`src/rtl/pipeline_sequencer_pkg.sv`:
```
// Shared processor definitions: sequencer state encodings and timeout default.
package pipeline_sequencer_pkg;

    typedef enum logic [1:0] {
        RUN      = 2'd0,
        MEM_WAIT = 2'd1,
        HALT     = 2'd2
    } seq_state_t;

    localparam int unsigned DEFAULT_WAIT_TIMEOUT = 15;

endpackage

```
`src/rtl/pipeline_sequencer_sat_counter.sv`:
```
// Saturating up-counter used for the pipeline performance counters.
module sat_counter #(
    parameter int unsigned W = 16
) (
    input  logic         i_clk,
    input  logic         i_rst_n,
    input  logic         i_inc,
    output logic [W-1:0] o_count
);

    logic [W-1:0] r_count;

    // Count up on request; hold once all-ones is reached.
    always_ff @(posedge i_clk or negedge i_rst_n) begin
        if (!i_rst_n) begin
            r_count <= '0;
        end else if (i_inc && (r_count != '1)) begin
            r_count <= r_count + 1'b1;
        end
    end

    assign o_count = r_count;

endmodule

```
`src/rtl/pipeline_sequencer.sv`:
```
// Pipeline sequencer: load-use hazard detection, redirect flushing,
// data-memory wait stalling with timeout, and stall/flush statistics.
module pipeline_sequencer
    import pipeline_sequencer_pkg::*;
#(
    parameter int unsigned WAIT_TIMEOUT = DEFAULT_WAIT_TIMEOUT,
    parameter int unsigned CNT_W        = 16
) (
    input  logic             clk,
    input  logic             reset,
    input  logic [4:0]       IFID_Rs,
    input  logic [4:0]       IFID_Rt,
    input  logic [4:0]       IDEX_Rt,
    input  logic             IDEX_MemRead,
    input  logic             EXMEM_redirect,
    input  logic             mem_req,
    input  logic             mem_ready,
    output logic             PC_write,
    output logic             IFID_write,
    output logic             pipe_enable,
    output logic             IFID_flush,
    output logic             IDEX_nop,
    output logic             EXMEM_flush,
    output logic [1:0]       ctrl_state,
    output logic             timeout_err,
    output logic [CNT_W-1:0] stall_count,
    output logic [CNT_W-1:0] flush_count
);

    localparam int unsigned           WT_W     = $clog2(WAIT_TIMEOUT + 2);
    localparam logic [WT_W-1:0]       WT_LIMIT = WT_W'(WAIT_TIMEOUT);

    seq_state_t      r_state;
    seq_state_t      w_next_state;
    logic [WT_W-1:0] r_wait_cnt;
    logic [WT_W-1:0] w_wait_cnt_nxt;
    logic            r_timeout_err;
    logic            w_set_timeout;
    logic            w_stall_inc;
    logic            w_flush_inc;
    logic            w_load_use;
    logic            w_mem_wait;

    assign w_load_use = IDEX_MemRead & (IDEX_Rt != 5'd0) &
                        ((IDEX_Rt == IFID_Rs) | (IDEX_Rt == IFID_Rt));
    assign w_mem_wait = mem_req & ~mem_ready;

    // State, wait counter and sticky timeout flag.
    always_ff @(posedge clk or negedge reset) begin
        if (!reset) begin
            r_state       <= RUN;
            r_wait_cnt    <= '0;
            r_timeout_err <= 1'b0;
        end else begin
            r_state       <= w_next_state;
            r_wait_cnt    <= w_wait_cnt_nxt;
            r_timeout_err <= r_timeout_err | w_set_timeout;
        end
    end

    // Next-state and pipeline control; everything forced low while in reset.
    always_comb begin
        w_next_state   = r_state;
        w_wait_cnt_nxt = r_wait_cnt;
        w_set_timeout  = 1'b0;
        w_stall_inc    = 1'b0;
        w_flush_inc    = 1'b0;
        PC_write       = 1'b0;
        IFID_write     = 1'b0;
        pipe_enable    = 1'b0;
        IFID_flush     = 1'b0;
        IDEX_nop       = 1'b0;
        EXMEM_flush    = 1'b0;

        case (r_state)
            RUN: begin
                if (w_mem_wait) begin
                    w_next_state   = MEM_WAIT;
                    w_wait_cnt_nxt = '0;
                end else begin
                    PC_write    = 1'b1;
                    IFID_write  = 1'b1;
                    pipe_enable = 1'b1;
                    if (EXMEM_redirect) begin
                        IFID_flush  = 1'b1;
                        IDEX_nop    = 1'b1;
                        EXMEM_flush = 1'b1;
                        w_flush_inc = 1'b1;
                    end else if (w_load_use) begin
                        PC_write    = 1'b0;
                        IFID_write  = 1'b0;
                        IDEX_nop    = 1'b1;
                        w_stall_inc = 1'b1;
                    end
                end
            end
            MEM_WAIT: begin
                w_stall_inc = 1'b1;
                if (mem_ready) begin
                    w_next_state = RUN;
                end else begin
                    w_wait_cnt_nxt = r_wait_cnt + 1'b1;
                    if (w_wait_cnt_nxt == WT_LIMIT) begin
                        w_next_state  = HALT;
                        w_set_timeout = 1'b1;
                    end
                end
            end
            default: begin
                // HALT, and the unused encoding 2'd3, lock until reset.
                w_next_state = HALT;
            end
        endcase

        if (!reset) begin
            w_stall_inc = 1'b0;
            w_flush_inc = 1'b0;
            PC_write    = 1'b0;
            IFID_write  = 1'b0;
            pipe_enable = 1'b0;
            IFID_flush  = 1'b0;
            IDEX_nop    = 1'b0;
            EXMEM_flush = 1'b0;
        end
    end

    assign ctrl_state  = r_state;
    assign timeout_err = r_timeout_err;

    sat_counter #(.W(CNT_W)) u_stall_cnt (
        .i_clk   (clk),
        .i_rst_n (reset),
        .i_inc   (w_stall_inc),
        .o_count (stall_count)
    );

    sat_counter #(.W(CNT_W)) u_flush_cnt (
        .i_clk   (clk),
        .i_rst_n (reset),
        .i_inc   (w_flush_inc),
        .o_count (flush_count)
    );

endmodule
```
`config.mk`:
```
export PLATFORM = sky130hd
export DESIGN_NAME = pipeline_sequencer
export DESIGN_NICKNAME = d
export VERILOG_FILES = /design/src/rtl/pipeline_sequencer_pkg.sv /design/src/rtl/pipeline_sequencer_sat_counter.sv /design/src/rtl/pipeline_sequencer.sv
export SDC_FILE = /design/constraint.sdc
export NUM_CORES = 1
export LEC_CHECK = 0
export BUFFER_PORTS_ARGS = -buffer_cell sky130_fd_sc_hd__buf_4
export CORE_ASPECT_RATIO = 0.8
export CORE_MARGIN = 4
export CORE_UTILIZATION = 55
export CTS_CLUSTER_DIAMETER = 60
export DETAILED_ROUTE_END_ITERATION = 16
export GPL_ROUTABILITY_DRIVEN = 0
export PLACE_DENSITY = 0.81
export SYNTH_ARGS = -nofsm -noshare
export SYNTH_HDL_FRONTEND = slang
export SYNTH_SLANG_ARGS = --single-unit
```
`constraint.sdc`:
```
create_clock -name clk -period 5.75 [get_ports clk]
set_input_delay 1.725 -clock clk [delete_from_list [all_inputs] [get_ports clk]]
set_output_delay 1.725 -clock clk [all_outputs]
set_load 0.05 [all_outputs]
```
## After elaboration in Yosys (flattened, before gate mapping)

Index checks and enable logic that the tools add are counted.

- Bits in registers: 40
- Input port bits: 21
- Logic and storage cells: 61

- $add $sub $neg: 3
- Equal/unequal tests: 9
- Muxes and demuxes: 31
- Bitwise gates (word level): 6
- Reductions and logical operators: 7

Operators by type and width:

| kind | count |
|---|---|
| 16-bit by 1-bit adder with 16-bit output, second input constant | 2 |
| 16-bit != test, second input constant | 2 |
| 1-bit two-way mux | 23 |
| 5-bit == test | 2 |
| 5-bit two-way mux | 2 |
| 5-bit case mux with 2 select lines | 1 |
| 2-bit two-way mux | 3 |
| 5-bit by 1-bit adder with 5-bit output, second input constant | 1 |
| 5-bit by 4-bit == test with 1-bit output, second input constant | 1 |
| 5-bit nonzero test | 1 |
| 2-bit != test, second input constant | 2 |
| 2-bit case mux with 2 select lines | 1 |
| 1-bit AND | 3 |
| 3-bit != test, second input constant | 1 |
| 3-bit AND reduction | 1 |
| 2-bit by 1-bit == test with 1-bit output, second input constant | 1 |
| 1-bit logical AND | 2 |
| 2-bit zero test | 1 |
| 1-bit OR | 2 |
| 1-bit case mux with 2 select lines | 1 |
| 2-bit AND reduction | 1 |
| 2-bit nonzero test | 1 |
| 1-bit inverter | 1 |

## Depth between registers and ports, before layout

- Depth in word-level cells: 9
- Mapped depth: 8
- Mapped depth without buffers: 7

## Cells and area by module

Synthesis repeated with hierarchy kept, for this count alone.

- Cell total of the unflattened synthesis: 211
- Area, all modules: 2333.5 um2

Modules (own cells, without submodules):

| module | instances | cells each | area an instance (um2) | seq. area each (um2) |
|---|---|---|---|---|
| sat_counter | 2 | 72 | 859.6 | 400.4 |
| pipeline_sequencer | 1 | 67 | 614.3 | 200.2 |

## Least setup slack after synthesis

No wires, ideal clock.

- Path type: in2out
- From: input port reset
- To: output port PC_write
- Data arrival time: 4.476 ns
- Required time: 4.025 ns
- Slack: -0.451 ns
- Stages: 4
- Buffers on the path: 1
- Cell sequence: or3b_4 -> nor2_1 -> a21boi_0 -> buf_4

- Word-level cells in the longest chain between the ends: 1

Ends and longest elaborated chain:

| element | line | source |
|---|---|---|
| from (decl) | pipeline_sequencer.sv:10 | `input logic reset,` |
| 1-bit two-way mux | n/a |  |
| to (decl) | pipeline_sequencer.sv:18 | `output logic PC_write,` |

Every way passes these cells.

## Worst setup path after layout

- From: input port IDEX_Rt[1]
- To: output port IFID_write

- Word-level cells in the longest chain between the ends: 8
- Elaborated cells on any way between the ends: 11
- Those cells by class: eq/ne: 2; mux: 5; bitwise: 3; reduce/logical: 1

Ends and longest elaborated chain:

| element | line | source |
|---|---|---|
| from (decl) | pipeline_sequencer.sv:13 | `input logic [4:0] IDEX_Rt,` |
| 5-bit == test / 5-bit nonzero test (equally long branches) | pipeline_sequencer.sv:45, pipeline_sequencer.sv:44 |  |
| 1-bit OR / 1-bit AND (equally long branches) | pipeline_sequencer.sv:45, pipeline_sequencer.sv:44 |  |
| 1-bit AND * | pipeline_sequencer.sv:44 | `assign w_load_use = IDEX_MemRead & (IDEX_Rt != 5'd0) &` |
| 1-bit two-way mux * | pipeline_sequencer.sv:89 | `end else if (w_load_use) begin` |
| 1-bit two-way mux * | pipeline_sequencer.sv:84 | `if (EXMEM_redirect) begin` |
| 1-bit two-way mux * | pipeline_sequencer.sv:77 | `if (w_mem_wait) begin` |
| 1-bit two-way mux * | pipeline_sequencer.sv:75 | `case (r_state)` |
| 1-bit two-way mux * | pipeline_sequencer.sv:115 | `if (!reset) begin` |
| to (decl) | pipeline_sequencer.sv:19 | `output logic IFID_write,` |

Every way passes the cells marked *; elsewhere a longest branch is shown, timed or not.

==> out/metrics.cfg <==
[layout]
utilization_pct=75.52
layout_commonest_cell=buf_4
area_growth_syn_to_layout_pct=27.64
drive_above_1_share_pct=29.09
mostFrequentLayoutCells=buf_4, dfrtp_1, xnor2_1
antennaDiodeCount=0
nets=300

[sta]
rsz0062_at_grt=no
setup-violations-final=0
fin_tns_setup_ns=0
final.setup_skew_ns=0.006261
slew_viol_final=0
finalHoldViolCount=0
worst_pin_slew_ns=0.6761
hold_slack_ns=0.4713
layout_min_cycle_time_ns=4.795
fmax_ghz=0.2085
slew_headroom_pct=54.45
timing.final.crit_share_pct=83.40

[synthesis]
synth.distinct_cells=38
synth_nets=234
synth_area_leader_cell=dfrtp_1
synth_compound_area_share_pct=5.373
synth_xor_area_share_pct=17.13
muxShareOfSynthArea_pct=1.612
syn_area_um2=2096
synth_warnings=0
ys_top_cells_by_area=dfrtp_1, xnor2_1, nand2_1
synth_seq_area_share_pct=47.76
synth_top_family_by_area=simple AND/OR/NAND/NOR gates
synthSimpleGateAreaFrac_pct=23.70
synth_area_per_cell_um2=10.03
netlist_instances=209
ys_seq_elements=40
yosysTopAreaCellShare_pct=47.76
synthAdderAreaFrac_pct=2.388

[global_routing]
grt_util_all_layers_pct=19.22
grt_pass1_wl_mm=7.659
grt_pass1_vias=1602
overflow=0
grt_max_degree=42
antenna_found_initial=0

[die]
num_rows=19
num_io_pins=62
die_w_um=77.02
dieArea_um2=4868
die_h_um=63.21
start_util_pct=59.17
coreArea_um2=3542

[detailed_routing]
drt_wl_total_mm=4.448
dr_total_vias=1699
drtPass1Iterations=4
wl_per_cell_um=14.03
detail_route.drc_violations=0
vias_per_cell=5.360
final_antenna_net_count=0
dr.first_iter.drc_count=84

[clock_network]
ctsLongestPathBuffers=2
clock_sinks=40
h-tree-depth=2
cts_buffers=5
ctsHoldBuffers=0
cts-root-buf=clkbuf_8
cts_setup_buffers=0
cts_tree=built
ctsResizeCount=0
clk_transition_reported_paths_ns=0.07
clkLatencyLatePin_ns=0.28

[run]
drv_cap=0

[status]
status=completed

[min_path]
worstHoldPathCells=1
hold_class=flip-flop to flip-flop

[power_and_ir_drop]
leakage_uw=0.001247
power_density_nw_per_um2=315.9
peakVddDrop_uv=460.4

[setup_path]
cpPeakStageDelay_ns=0.51
reg2regPathDepth=5
crit_buf_inv=2
worst_setup_path_start_kind=primary input
end_kind=primary output
crit_chain=buf_4 > or4_1 > o21ai_0 > nor2b_1 > a21boi_2 > buf_4
cpMostUsedCell=buf_4
crit_required_ns=4.03
worstPathArrival_ns=3.07
cp_max_fo=3
cp_slowest_cell=or4_1
crit_family=simple AND/OR/NAND/NOR gates
crit_type=primary input to primary output
crit_cells=6

[placed_design]
portBuffers=61
post-dp-hpwl_mm=3.450

-- layout make-up --
cell class / count / area (um2)
Timing Repair Buffer: 62 / 465.4
Clock buffer: 6 / 72.57
Tap cell: 42 / 52.55
Clock inverter: 1 / 5.005
Sequential cell: 40 / 1001
Multi-Input combinational cell: 160 / 1056
Fill cell: 276 / 867.1
Inverter: 6 / 22.52
-- metrics by stage --
step | std cells | setup WS [ns] | instance area, um2 | power [uW]
final | 317 | 0.9548 | 2675 | 845.0
after global placement | 310 | 0.9876 | 2597 | 673.6
after CTS | 317 | 0.9476 | 2675 | 851.8
after detailed placement | 310 | 0.9522 | 2597 | 680.8
after global routing | 317 | 0.8636 | 2675 | 897.5
after floorplan | 209 | 0.2658 | 2100 | 575.0
-- flip-flops by register name, summed over array words and instances, names as in the netlist --
signal,cells
u_flush_cnt.o_count,16
u_stall_cnt.o_count,16
r_wait_cnt,5
ctrl_state,2
timeout_err,1
-- kinds of logic (layout without fill, tap and decap cells) --
| kind of cell | Yosys count | count (layout) |
|---|---|---|
| flops | 40 | 40 |
| xor+xnor | 41 | 41 |
| buf+inv | 9 | 75 |
| mux | 3 | 3 |
| fa+ha+maj | 4 | 4 |
| compound gates | 19 | 19 |
| simple gates | 93 | 93 |
-- cell usage after synthesis --
master and number:
buf_2 1, mux2_2 3, nor3b_1 2, o21a_1 1, a21oi_1 4, dfrtp_1 40
nor3_2 1, o22a_1 1, and4_1 2, nand2b_1 1, a31oi_1 1, nand2_1 25
nor2_1 13, or3b_4 1, nor4b_1 1, or4_4 1, nor3_1 2, or4_1 2
inv_1 6, or3_4 1, and2_1 1, buf_4 2, or2b_1 1, a31o_2 1
or2_2 2, o22ai_1 1, ha_1 4, o21ai_0 8, and2b_2 1, nor2b_1 4
nor4_1 4, a21boi_0 2, xnor2_1 32, nand3_1 18, nand4_1 7, xor2_1 9
or3_1 1, and3_1 2
-- routing by layer --
layer	track usage [%]	wire [um]	vias up	share of wire (%)
li1	-	-	846	-
met1	28.47	2170	817	49
met2	29.02	2062	33	46
met3	4.274	199	3	4.5
met4	4.000	14	0	0.31
met5	0	0	-	0
-- power by group --
group / total [uW] / internal [uW] / switching [uW]
combinational: 304 / 102 / 201
clock: 171 / 82.4 / 88.2
sequential: 371 / 319 / 51.3
-- final timing paths --
kind	start	to	slack, ns
worst min-delay path	timeout_err	timeout_err	0.47
worst min register to register	timeout_err	timeout_err	0.47
worst max register to register	ctrl_state[0]	u_flush_cnt.o_count[9]	3.52
min in group asynchronous	reset	ctrl_state[0]	1.50
worst max-delay path	IDEX_Rt[1]	IFID_write	0.95
max in group asynchronous	reset	u_flush_cnt.o_count[1]	3.90
Power figures use the tool's default switching activity.
